**src/rtl/pixmem_arbiter_if.sv**
```systemverilog
// Shared pixel-memory bus: CPU request side, display request side and memory port.
interface pixmem_arbiter_if #(
  parameter int unsigned ADDR_W = 17,
  parameter int unsigned DATA_W = 32
);
  // CPU (MemPix stage) side
  logic              halt;
  logic              cpu_req;
  logic              cpu_we;
  logic [ADDR_W-1:0] cpu_addr;
  logic [DATA_W-1:0] cpu_wdata;
  logic              cpu_gnt;
  logic              cpu_stall;
  logic              cpu_rvalid;
  logic [DATA_W-1:0] cpu_rdata;
  // Display scanout side
  logic              dsp_req;
  logic              dsp_urgent;
  logic [ADDR_W-1:0] dsp_addr;
  logic              dsp_gnt;
  logic              dsp_rvalid;
  logic [DATA_W-1:0] dsp_rdata;
  // Memory port
  logic              mem_en;
  logic              mem_we;
  logic [ADDR_W-1:0] mem_addr;
  logic [DATA_W-1:0] mem_wdata;
  logic [DATA_W-1:0] mem_rdata;

  modport slave (
    input  halt, cpu_req, cpu_we, cpu_addr, cpu_wdata,
    output cpu_gnt, cpu_stall, cpu_rvalid, cpu_rdata,
    input  dsp_req, dsp_urgent, dsp_addr,
    output dsp_gnt, dsp_rvalid, dsp_rdata,
    output mem_en, mem_we, mem_addr, mem_wdata,
    input  mem_rdata
  );

  modport master (
    output halt, cpu_req, cpu_we, cpu_addr, cpu_wdata,
    input  cpu_gnt, cpu_stall, cpu_rvalid, cpu_rdata,
    output dsp_req, dsp_urgent, dsp_addr,
    input  dsp_gnt, dsp_rvalid, dsp_rdata,
    input  mem_en, mem_we, mem_addr, mem_wdata,
    output mem_rdata
  );
endinterface

```
**src/rtl/pixmem_arbiter.sv**
```systemverilog
// Single-port pixel memory arbiter between the CPU MemPix stage and display scanout.
// Priority: starvation guard, urgent display, round-robin. Read data returns one cycle
// after the grant and is steered to whichever requester issued the read.
module pixmem_arbiter #(
  parameter int unsigned ADDR_W   = 17,
  parameter int unsigned DATA_W   = 32,
  parameter int unsigned MAX_WAIT = 8
) (
  input  logic            clk,
  input  logic            reset,
  pixmem_arbiter_if.slave bus
);

  localparam int unsigned       WAIT_W   = $clog2(MAX_WAIT + 1);
  localparam logic [WAIT_W-1:0] WAIT_MAX = WAIT_W'(MAX_WAIT);

  typedef enum logic {OWN_CPU = 1'b0, OWN_DSP = 1'b1} owner_e;

  owner_e            last_owner;
  owner_e            last_owner_nxt;
  logic [WAIT_W-1:0] wait_cnt;
  logic [WAIT_W-1:0] wait_cnt_nxt;
  logic              rv_cpu;
  logic              rv_dsp;
  logic              cpu_elig;
  logic              cpu_gnt_c;
  logic              dsp_gnt_c;
  logic [ADDR_W-1:0] addr_c;
  logic [DATA_W-1:0] wdata_c;

  assign cpu_elig = bus.cpu_req & ~bus.halt;

  // Owner history, CPU starvation counter and read-return tags
  always_ff @(posedge clk or negedge reset) begin
    if (!reset) begin
      last_owner <= OWN_DSP;
      wait_cnt   <= '0;
      rv_cpu     <= 1'b0;
      rv_dsp     <= 1'b0;
    end else begin
      last_owner <= last_owner_nxt;
      wait_cnt   <= wait_cnt_nxt;
      rv_cpu     <= cpu_gnt_c & ~bus.cpu_we;
      rv_dsp     <= dsp_gnt_c;
    end
  end

  // Grant decision and next-state; grants are held off while reset is asserted
  always_comb begin
    cpu_gnt_c      = 1'b0;
    dsp_gnt_c      = 1'b0;
    last_owner_nxt = last_owner;
    wait_cnt_nxt   = wait_cnt;
    addr_c         = '0;
    wdata_c        = '0;

    if (reset) begin
      if (cpu_elig && (wait_cnt == WAIT_MAX)) begin
        cpu_gnt_c = 1'b1;
      end else if (bus.dsp_req && bus.dsp_urgent) begin
        dsp_gnt_c = 1'b1;
      end else if (cpu_elig && bus.dsp_req) begin
        if (last_owner == OWN_DSP) cpu_gnt_c = 1'b1;
        else                       dsp_gnt_c = 1'b1;
      end else if (cpu_elig) begin
        cpu_gnt_c = 1'b1;
      end else if (bus.dsp_req) begin
        dsp_gnt_c = 1'b1;
      end
    end

    if (cpu_gnt_c) begin
      last_owner_nxt = OWN_CPU;
      addr_c         = bus.cpu_addr;
      wdata_c        = bus.cpu_wdata;
    end else if (dsp_gnt_c) begin
      last_owner_nxt = OWN_DSP;
      addr_c         = bus.dsp_addr;
    end

    if (cpu_gnt_c || !cpu_elig) wait_cnt_nxt = '0;
    else if (wait_cnt != WAIT_MAX) wait_cnt_nxt = wait_cnt + WAIT_W'(1);
  end

  assign bus.cpu_gnt    = cpu_gnt_c;
  assign bus.dsp_gnt    = dsp_gnt_c;
  assign bus.cpu_stall  = bus.cpu_req & ~cpu_gnt_c;
  assign bus.mem_en     = cpu_gnt_c | dsp_gnt_c;
  assign bus.mem_we     = cpu_gnt_c & bus.cpu_we;
  assign bus.mem_addr   = addr_c;
  assign bus.mem_wdata  = wdata_c;
  assign bus.cpu_rvalid = rv_cpu;
  assign bus.dsp_rvalid = rv_dsp;
  assign bus.cpu_rdata  = rv_cpu ? bus.mem_rdata : '0;
  assign bus.dsp_rdata  = rv_dsp ? bus.mem_rdata : '0;

endmodule

```
**src/flat_wrapper.sv**
```systemverilog
// flat-port wrapper written by rule: the top's interface ports become plain ports
module pixmem_arbiter_flat 
#(
  parameter int unsigned ADDR_W   = 17,
  parameter int unsigned DATA_W   = 32,
  parameter int unsigned MAX_WAIT = 8
)
  (clk, reset, bus_halt, bus_cpu_req, bus_cpu_we, bus_cpu_addr, bus_cpu_wdata, bus_cpu_gnt, bus_cpu_stall, bus_cpu_rvalid, bus_cpu_rdata, bus_dsp_req, bus_dsp_urgent, bus_dsp_addr, bus_dsp_gnt, bus_dsp_rvalid, bus_dsp_rdata, bus_mem_en, bus_mem_we, bus_mem_addr, bus_mem_wdata, bus_mem_rdata);
  pixmem_arbiter_if #(.ADDR_W(ADDR_W), .DATA_W(DATA_W)) bus_i ();
  input  logic clk;
  input  logic reset;
  input wire logic [$bits(bus_i.halt)-1:0] bus_halt;
  input wire logic [$bits(bus_i.cpu_req)-1:0] bus_cpu_req;
  input wire logic [$bits(bus_i.cpu_we)-1:0] bus_cpu_we;
  input wire logic [$bits(bus_i.cpu_addr)-1:0] bus_cpu_addr;
  input wire logic [$bits(bus_i.cpu_wdata)-1:0] bus_cpu_wdata;
  output wire logic [$bits(bus_i.cpu_gnt)-1:0] bus_cpu_gnt;
  output wire logic [$bits(bus_i.cpu_stall)-1:0] bus_cpu_stall;
  output wire logic [$bits(bus_i.cpu_rvalid)-1:0] bus_cpu_rvalid;
  output wire logic [$bits(bus_i.cpu_rdata)-1:0] bus_cpu_rdata;
  input wire logic [$bits(bus_i.dsp_req)-1:0] bus_dsp_req;
  input wire logic [$bits(bus_i.dsp_urgent)-1:0] bus_dsp_urgent;
  input wire logic [$bits(bus_i.dsp_addr)-1:0] bus_dsp_addr;
  output wire logic [$bits(bus_i.dsp_gnt)-1:0] bus_dsp_gnt;
  output wire logic [$bits(bus_i.dsp_rvalid)-1:0] bus_dsp_rvalid;
  output wire logic [$bits(bus_i.dsp_rdata)-1:0] bus_dsp_rdata;
  output wire logic [$bits(bus_i.mem_en)-1:0] bus_mem_en;
  output wire logic [$bits(bus_i.mem_we)-1:0] bus_mem_we;
  output wire logic [$bits(bus_i.mem_addr)-1:0] bus_mem_addr;
  output wire logic [$bits(bus_i.mem_wdata)-1:0] bus_mem_wdata;
  input wire logic [$bits(bus_i.mem_rdata)-1:0] bus_mem_rdata;
  assign bus_i.halt = bus_halt;
  assign bus_i.cpu_req = bus_cpu_req;
  assign bus_i.cpu_we = bus_cpu_we;
  assign bus_i.cpu_addr = bus_cpu_addr;
  assign bus_i.cpu_wdata = bus_cpu_wdata;
  assign bus_cpu_gnt = bus_i.cpu_gnt;
  assign bus_cpu_stall = bus_i.cpu_stall;
  assign bus_cpu_rvalid = bus_i.cpu_rvalid;
  assign bus_cpu_rdata = bus_i.cpu_rdata;
  assign bus_i.dsp_req = bus_dsp_req;
  assign bus_i.dsp_urgent = bus_dsp_urgent;
  assign bus_i.dsp_addr = bus_dsp_addr;
  assign bus_dsp_gnt = bus_i.dsp_gnt;
  assign bus_dsp_rvalid = bus_i.dsp_rvalid;
  assign bus_dsp_rdata = bus_i.dsp_rdata;
  assign bus_mem_en = bus_i.mem_en;
  assign bus_mem_we = bus_i.mem_we;
  assign bus_mem_addr = bus_i.mem_addr;
  assign bus_mem_wdata = bus_i.mem_wdata;
  assign bus_i.mem_rdata = bus_mem_rdata;
  pixmem_arbiter #(.ADDR_W(ADDR_W), .DATA_W(DATA_W), .MAX_WAIT(MAX_WAIT)) u_core (.clk(clk), .reset(reset), .bus(bus_i));
endmodule
```
**config.mk**
```make
export PLATFORM = sky130hd
export DESIGN_NAME = pixmem_arbiter_flat
export DESIGN_NICKNAME = d
export VERILOG_FILES = /design/src/rtl/pixmem_arbiter_if.sv /design/src/rtl/pixmem_arbiter.sv /design/src/flat_wrapper.sv
export SDC_FILE = /design/constraint.sdc
export NUM_CORES = 1
export LEC_CHECK = 0
export CORE_AREA = 2 2 87 89
export CTS_BUF_LIST = sky130_fd_sc_hd__clkbuf_16
export DETAILED_ROUTE_END_ITERATION = 8
export DIE_AREA = 0 0 89 91
export PLACE_DENSITY_LB_ADDON = 0.1
export RECOVER_POWER = 50
export SYNTH_ARGS = -nofsm -noshare
export SYNTH_HDL_FRONTEND = slang
export SYNTH_SLANG_ARGS = --single-unit
```
**constraint.sdc**
```tcl
create_clock -name clk -period 4.9 [get_ports clk]
set_input_delay 0.98 -clock clk [delete_from_list [all_inputs] [get_ports clk]]
set_output_delay 0.98 -clock clk [all_outputs]
set_load 0.005 [all_outputs]
```
==> impl_metrics.env, run 1 <==
export IMPL_placed_area_sq_um=3580
export IMPL_die_x_microns=89
export IMPL_ys_ff_latch=7
export IMPL_swShare_pct=22.7
export IMPL_power_frac_clock_pct=34.6
export IMPL_pin_count=225
export IMPL_rows=31
export IMPL_clock_sinks=7
export IMPL_drive_gt1_share_pct=3.12
export IMPL_synthAdderAreaFrac_pct=1.99
export IMPL_leakagePower_nw=1.57
export IMPL_firstDrtPassIters=4
export IMPL_fin_crit_sh_pct=84.7
export IMPL_register_area_sq_um=176
export IMPL_num_vias=1974
export IMPL_core_area_sq_um=7140
export IMPL_totalWireLength_microns=6850
export IMPL_cpMostUsedCell="buf_4"
export IMPL_die_area_sq_um=8100
export IMPL_peakVddDrop_mv=0.0857
export IMPL_clkTransAtPathRegs_ps=40
export IMPL_crit_path_end="bus_mem_addr[15]"
export IMPL_final_nets=493
export IMPL_antenna_found_initial=0
export IMPL_htree_levels=1
export IMPL_path_cells="dlygate4sd3_1 > buf_4 > nand3b_1 > a31oi_4 > buf_4 > a22o_1 > clkdlybuf4s50_1"
export IMPL_portBuffers=224
export IMPL_syn_area_per_cell_sq_um=7.59
export IMPL_netlist_instances=166
export IMPL_p_comb_share_pct=48.4
export IMPL_min_path_type="flop to flop"
export IMPL_cts_root_buf="clkbuf_16"
export IMPL_cts_tree="done"
export IMPL_setup_viol_count_final=0
export IMPL_grt_max_degree=54
export IMPL_crit_start="reset"
export IMPL_synth_xor_area_share_pct=1.39
export IMPL_cts_resized=0
export IMPL_synth_top_family_by_area="simple AND/OR/NAND/NOR gates"
export IMPL_power_density_nw_per_um2=109
export IMPL_synth_area_mux_share_pct=0
export IMPL_layout_cells_non_filler=484
export IMPL_cp_start_kind="input port"
export IMPL_max_freq_ghz=0.241
export IMPL_grt_pass1_wl_microns=9920
export IMPL_wire_per_inst_microns=14.1
export IMPL_cp_arrival_ps=3170
export IMPL_viasPerCell=4.08
export IMPL_r2r_start="u_core.wait_cnt[0]$_DFFE_PN0P_"
export IMPL_rsz0062_at_grt="no"
export IMPL_max_clock_path_buffers=2
export IMPL_power_w=0.000399
export IMPL_p_switching_w=0.0000905
export IMPL_slew_headroom_pct=51.1
export IMPL_synth_top_area_cell="and2_1"
export IMPL_clock_skew_ps=0.806
export IMPL_drt_iter0_markers=18
export IMPL_rr_worst_depth=6
export IMPL_synth_area_leaders="and2_1, dfrtp_1, a22o_1"
export IMPL_areaGrowthSynthToFinish_pct=191
export IMPL_finalInstanceArea_sq_um=3660
export IMPL_cts_buffers=3
export IMPL_final_max_slew_violation_count=0
export IMPL_crit_type="input port to primary output"
export IMPL_n_fill_cell=717
export IMPL_num_antenna_cells=0
export IMPL_status="complete, no violations"
export IMPL_start_util_pct=17.7
export IMPL_multiInputGateArea_sq_um=1010
export IMPL_endpoint_kind="primary output"
export IMPL_r2r_end="u_core.bus.cpu_rvalid$_DFF_PN0_"
export IMPL_syn_nets=273
export IMPL_cap_violations=0
export IMPL_drc=0
export IMPL_postCtsSetupBuffers=0
export IMPL_synthSimpleGateAreaFrac_pct=57.4
export IMPL_pwr_share_seq_pct=16.9
export IMPL_setup_tns_ps=0
export IMPL_synth_cell_types=32
export IMPL_grt_pass1_vias=1977
export IMPL_dp_hpwl_microns=5880
export IMPL_die_h_microns=91
export IMPL_hold_viol=0
export IMPL_p_int_w=0.000308
export IMPL_reg2reg_slack_ps=3150
export IMPL_track_usage_pct=15.5
export IMPL_tightest_slew_ps=734
export IMPL_slowest_delay_ps=520
export IMPL_hold_buffers=0
export IMPL_synth_compound_area_share_pct=19.6
export IMPL_syn_area_sq_um=1260
export IMPL_place_gp_congestion=0.889
export IMPL_cp_max_fo=53
export IMPL_final_util_pct=51.3
export IMPL_ant_nets=0
export IMPL_dp_cells=480
export IMPL_synth_top_area_share_pct=48.2
export IMPL_clk_latency_ps=230
export IMPL_crit_required_ps=3920
export IMPL_ys_seq_area_share_pct=14.0
export IMPL_ys_warn_count=0
export IMPL_critPathSlowestCell="dlygate4sd3_1"
export IMPL_post_route_min_period_ps=4150
export IMPL_grt_overflow=0
[logic make-up after synthesis]
family	Yosys count
flip-flops	7
AO/OA/AOI/OAI	27
AND/OR/NAND/NOR	114
XOR/XNOR	2
buffers and inverters	14
adder cells (fa/ha/maj)	2
[worst min path at each step]
stage / slack (ps) / to / start / cells after the start
after floorplan: 490 / u_core.wait_cnt[0]$_DFFE_PN0P_ / u_core.wait_cnt[0]$_DFFE_PN0P_ / 1
after global placement: 520 / u_core.wait_cnt[0]$_DFFE_PN0P_ / u_core.wait_cnt[0]$_DFFE_PN0P_ / 1
after detailed placement: 530 / u_core.last_owner$_DFFE_PN1P_ / u_core.last_owner$_DFFE_PN1P_ / 2
after CTS: 540 / u_core.last_owner$_DFFE_PN1P_ / u_core.last_owner$_DFFE_PN1P_ / 2
after global routing: 560 / u_core.last_owner$_DFFE_PN1P_ / u_core.last_owner$_DFFE_PN1P_ / 2
final: 530 / u_core.wait_cnt[0]$_DFFE_PN0P_ / u_core.wait_cnt[0]$_DFFE_PN0P_ / 1
[layer usage]
layer	share of wire, %	track usage (%)
met5	0	0
met4	3.2	5.85
met2	53	30.5
met1	32	14.4
met3	12	4.45
[flip-flops by register name, indices dropped and copies added (netlist names)]
register / cells
u_core.bus.dsp_rvalid: 1
u_core.wait_cnt: 4
u_core.last_owner: 1
u_core.bus.cpu_rvalid: 1
[cell type report]
class	instances	share of cell area, %
tap	99	3.38
clock inverter	1	0.102
multi-input combinational	145	27.6
clock buffer	3	2.05
inverter	2	0.205
timing repair buffer	227	61.8
sequential	7	4.82
[cells in the final DEF (no fill, tap or decap), drive strengths merged, types with 2 or more instances in the layout]
| cell type | instances |
|---|---|
| nand3b | 2 |
| a21oi | 2 |
| buf | 3 |
| a22o | 17 |
| a211oi | 2 |
| clkbuf | 3 |
| clkdlybuf4s50 | 169 |
| nor2b | 2 |
| ha | 2 |
| nand2b | 2 |
| and2 | 97 |
| dlygate4sd3 | 55 |
| dfrtp | 6 |
| or4 | 2 |
| nand3 | 3 |
| inv | 3 |
[synth_stat cells]
master	number
and2_1	97
a22o_1	17
clkbuf_1	6
dfrtp_1	6
buf_2	3
nand3_1	3
a21oi_1	2
buf_4	2
ha_1	2
inv_1	2
nand2b_1	2
nand3b_1	2
nor2b_1	2
or4_1	2
a211oi_1	1
a211oi_4	1
a21bo_2	1
a21boi_0	1
a31oi_4	1
and2b_1	1
and3b_4	1
and4bb_2	1
buf_6	1
dfstp_2	1
nand2_1	1
nor2_1	1
nor4_1	1
o21a_1	1
o21ai_0	1
o41ai_1	1
xnor2_1	1
xor2_1	1
[worst max-delay path: cells and delay by family]
kind / cells / cell delay (ps)
buffers and inverters: 4 / 1640
and+or+nand+nor: 1 / 160
AOI/OAI and AO/OA: 2 / 370
[per-stage QoR]
step,setup WS (ps),hold WS [ps]
6_report,748,525
5_1_grt,595,557
4_1_cts,787,535
3_5_place_dp,794,526
2_1_floorplan,2030,488
3_3_place_gp,816,516
[power groups by stage]
| stage | Combinational, W | Clock [W] | Sequential (W) |
|---|---|---|---|
| 2_1_floorplan | 0.0000489 | 0 | 0.0000641 |
| 3_3_place_gp | 0.000200 | 0 | 0.0000686 |
| 3_5_place_dp | 0.000201 | 0 | 0.0000685 |
| 4_1_cts | 0.000201 | 0.000141 | 0.0000679 |
| 5_1_grt | 0.000209 | 0.000143 | 0.0000688 |
| 6_report | 0.000193 | 0.000138 | 0.0000675 |
No activity file was read; power rests on OpenSTA's default activity.
==> inputs of run 2 (changes only) <==
==> constraint.sdc (replaced) <==
create_clock -name clk -period 3.55 [get_ports clk]
set_input_delay 0.71 -clock clk [delete_from_list [all_inputs] [get_ports clk]]
set_output_delay 0.71 -clock clk [all_outputs]
set_load 0.005 [all_outputs]
==> run 2 against run 1 <==
  * Sequential power rose by 39%
  * Final area rose by 0.44%
  * Register-to-register slack got worse by 1200 ps
  * Count of clock-buffer cells in the layout did not move
  * Cell count rose by 0.21%
  * Combinational power rose by 40%
  * Sequential cell count did not move
  * Non-clock buffer count rose by 1
  * Power rose by 38%
  * Clock skew barely moved
==> impl_metrics.env, run 2 (synthesized netlist as in run 1, its figures left out) <==
export IMPL_status="complete, no violations"
export IMPL_drive_gt1_share_pct=3.11
export IMPL_crit_start="reset"
export IMPL_power_density_nw_per_um2=150
export IMPL_clk_latency_ps=230
export IMPL_die_h_microns=91
export IMPL_endpoint_kind="primary output"
export IMPL_areaGrowthSynthToFinish_pct=192
export IMPL_final_max_slew_violation_count=0
export IMPL_finalWorstSetupSlack_ps=254
export IMPL_drt_iter0_markers=25
export IMPL_placed_area_sq_um=3600
export IMPL_path_delay_family="buffers and inverters"
export IMPL_postCtsSetupBuffers=0
export IMPL_crit_required_ps=2840
export IMPL_setup_viol_count_final=0
export IMPL_num_vias=1990
export IMPL_drc=0
export IMPL_peakVddDrop_mv=0.109
export IMPL_start_util_pct=17.7
export IMPL_grt_max_degree=54
export IMPL_leakagePower_nw=1.52
export IMPL_regMostFlops="u_core.wait_cnt"
export IMPL_dp_hpwl_microns=5930
export IMPL_core_area_sq_um=7140
export IMPL_fin_crit_sh_pct=92.9
export IMPL_place_gp_congestion=0.815
export IMPL_max_freq_ghz=0.303
export IMPL_cp_start_kind="input port"
export IMPL_final_cell_mix="clkdlybuf4s50_1, and2_1, dlygate4sd3_1"
export IMPL_clkTransAtPathRegs_ps=30
export IMPL_grt_overflow=0
export IMPL_viasPerCell=4.10
export IMPL_die_area_sq_um=8100
export IMPL_cp_arrival_ps=2590
export IMPL_largest_reg_flops=4
export IMPL_hold_viol=0
export IMPL_clock_sinks=7
export IMPL_die_x_microns=89
export IMPL_totalWireLength_microns=6780
export IMPL_finalInstanceArea_sq_um=3680
export IMPL_slew_headroom_pct=47.5
export IMPL_rr_worst_depth=6
export IMPL_cp_buffers_inverters=3
export IMPL_rsz0062_at_grt="no"
export IMPL_hold_buffers=0
export IMPL_crit_path_end="bus_mem_wdata[2]"
export IMPL_max_clock_path_buffers=2
export IMPL_wire_per_inst_microns=14.0
export IMPL_tightest_slew_ps=788
export IMPL_place_ws_ps=264
export IMPL_min_path_type="flop to flop"
export IMPL_r2r_start="u_core.wait_cnt[0]$_DFFE_PN0P_"
export IMPL_cap_violations=0
export IMPL_portBuffers=224
export IMPL_cp_max_fo=53
export IMPL_num_antenna_cells=0
export IMPL_ant_nets=0
export IMPL_htree_levels=1
export IMPL_critPathSlowestCell="dlygate4sd3_1"
export IMPL_firstDrtPassIters=3
export IMPL_r2r_end="u_core.bus.cpu_rvalid$_DFF_PN0_"
export IMPL_setup_tns_ps=0
export IMPL_clock_skew_ps=1.15
export IMPL_path_cells="dlygate4sd3_1 > nand3b_1 > a31oi_4 > buf_12 > and2_1 > clkdlybuf4s50_1"
export IMPL_cts_resized=0
export IMPL_track_usage_pct=15.4
export IMPL_grt_pass1_wl_microns=9830
export IMPL_cts_root_buf="clkbuf_16"
export IMPL_antenna_found_initial=0
export IMPL_path_depth=6
export IMPL_reg2reg_slack_ps=1920
export IMPL_rows=31
export IMPL_pin_count=225
export IMPL_cts_tree="done"
export IMPL_cts_buffers=3
export IMPL_crit_type="input port to primary output"
export IMPL_post_route_min_period_ps=3300
export IMPL_slowest_delay_ps=580
export IMPL_grt_pass1_vias=2004
export IMPL_final_nets=494
export IMPL_layout_commonest_cell="clkdlybuf4s50_1"
## run 2: cell count changes in the layout (fill, tap and decap cells not counted)
cell / before / now
clkbuf_1: 0 / 1
buf_12: 0 / 1
and2_0: 0 / 14
dlygate4sd3_1: 55 / 40
and2_1: 97 / 83
clkdlybuf4s50_1: 169 / 184
buf_4: 3 / 2
## run 2: power by group
| part | total [W] | internal, W | switching [W] |
|---|---|---|---|
| Combinational | 0.000270 | 0.000198 | 0.0000724 |
| Sequential | 0.0000937 | 0.0000848 | 0.00000890 |
| Clock | 0.000188 | 0.000146 | 0.0000421 |
## run 2: worst min path at each step
stage | from | to | cells past startpoint
final | u_core.last_owner$_DFFE_PN1P_ | u_core.last_owner$_DFFE_PN1P_ | 2
after CTS | u_core.last_owner$_DFFE_PN1P_ | u_core.last_owner$_DFFE_PN1P_ | 2
after global placement | u_core.wait_cnt[0]$_DFFE_PN0P_ | u_core.wait_cnt[0]$_DFFE_PN0P_ | 1
after detailed placement | u_core.last_owner$_DFFE_PN1P_ | u_core.last_owner$_DFFE_PN1P_ | 2
after floorplan | reset | u_core.bus.cpu_rvalid$_DFF_PN0_ | 0
after global routing | u_core.wait_cnt[0]$_DFFE_PN0P_ | u_core.wait_cnt[0]$_DFFE_PN0P_ | 1
## run 2: per-stage QoR
step	total power (W)	instances	hold WS (ps)	utilization, %
6_report	0.000552	485	539	51.6
5_1_grt	0.000582	485	567	51.6
4_1_cts	0.000566	485	539	51.6
3_5_place_dp	0.000374	481	530	50.5
3_3_place_gp	0.000373	481	521	50.5
2_1_floorplan	0.000156	166	414	-
## run 2: area by class of cell
type / count / area (sq um)
timing repair buffer: 228 / 2280
clock buffer: 3 / 75.1
clock inverter: 1 / 3.75
tap: 99 / 124
multi-input combinational: 145 / 1010
fill: 724 / 3460
inverter: 2 / 7.51
sequential: 7 / 176
## run 2: tightest hold or removal path, delay by kind of cell (launching register included)
family	cells	cell delay [ps]
AO/OA/AOI/OAI	1	110
AND/OR/NAND/NOR	1	50
flip-flops	1	370
## run 2: metal layers
layer | up-vias | part of all wire, % | global-route usage, %
met5 | - | 0 | 0
met3 | 9 | 13 | 6.45
met2 | 141 | 53 | 30.3
li1 | 989 | - | -
met1 | 851 | 32 | 14.0
met4 | 0 | 1.4 | 3.86
==> inputs of run 3 (changes only) <==
--- a/config.mk
+++ b/config.mk
@@ -7,6 +7,7 @@
 export LEC_CHECK = 0
 export CORE_AREA = 2 2 87 89
 export CTS_BUF_LIST = sky130_fd_sc_hd__clkbuf_16
+export CTS_CLUSTER_DIAMETER = 150
 export DETAILED_ROUTE_END_ITERATION = 8
 export DIE_AREA = 0 0 89 91
 export PLACE_DENSITY_LB_ADDON = 0.1
==> results of run 3 <==
No change in the layout: final DEF, timing and power equal those of run 2.
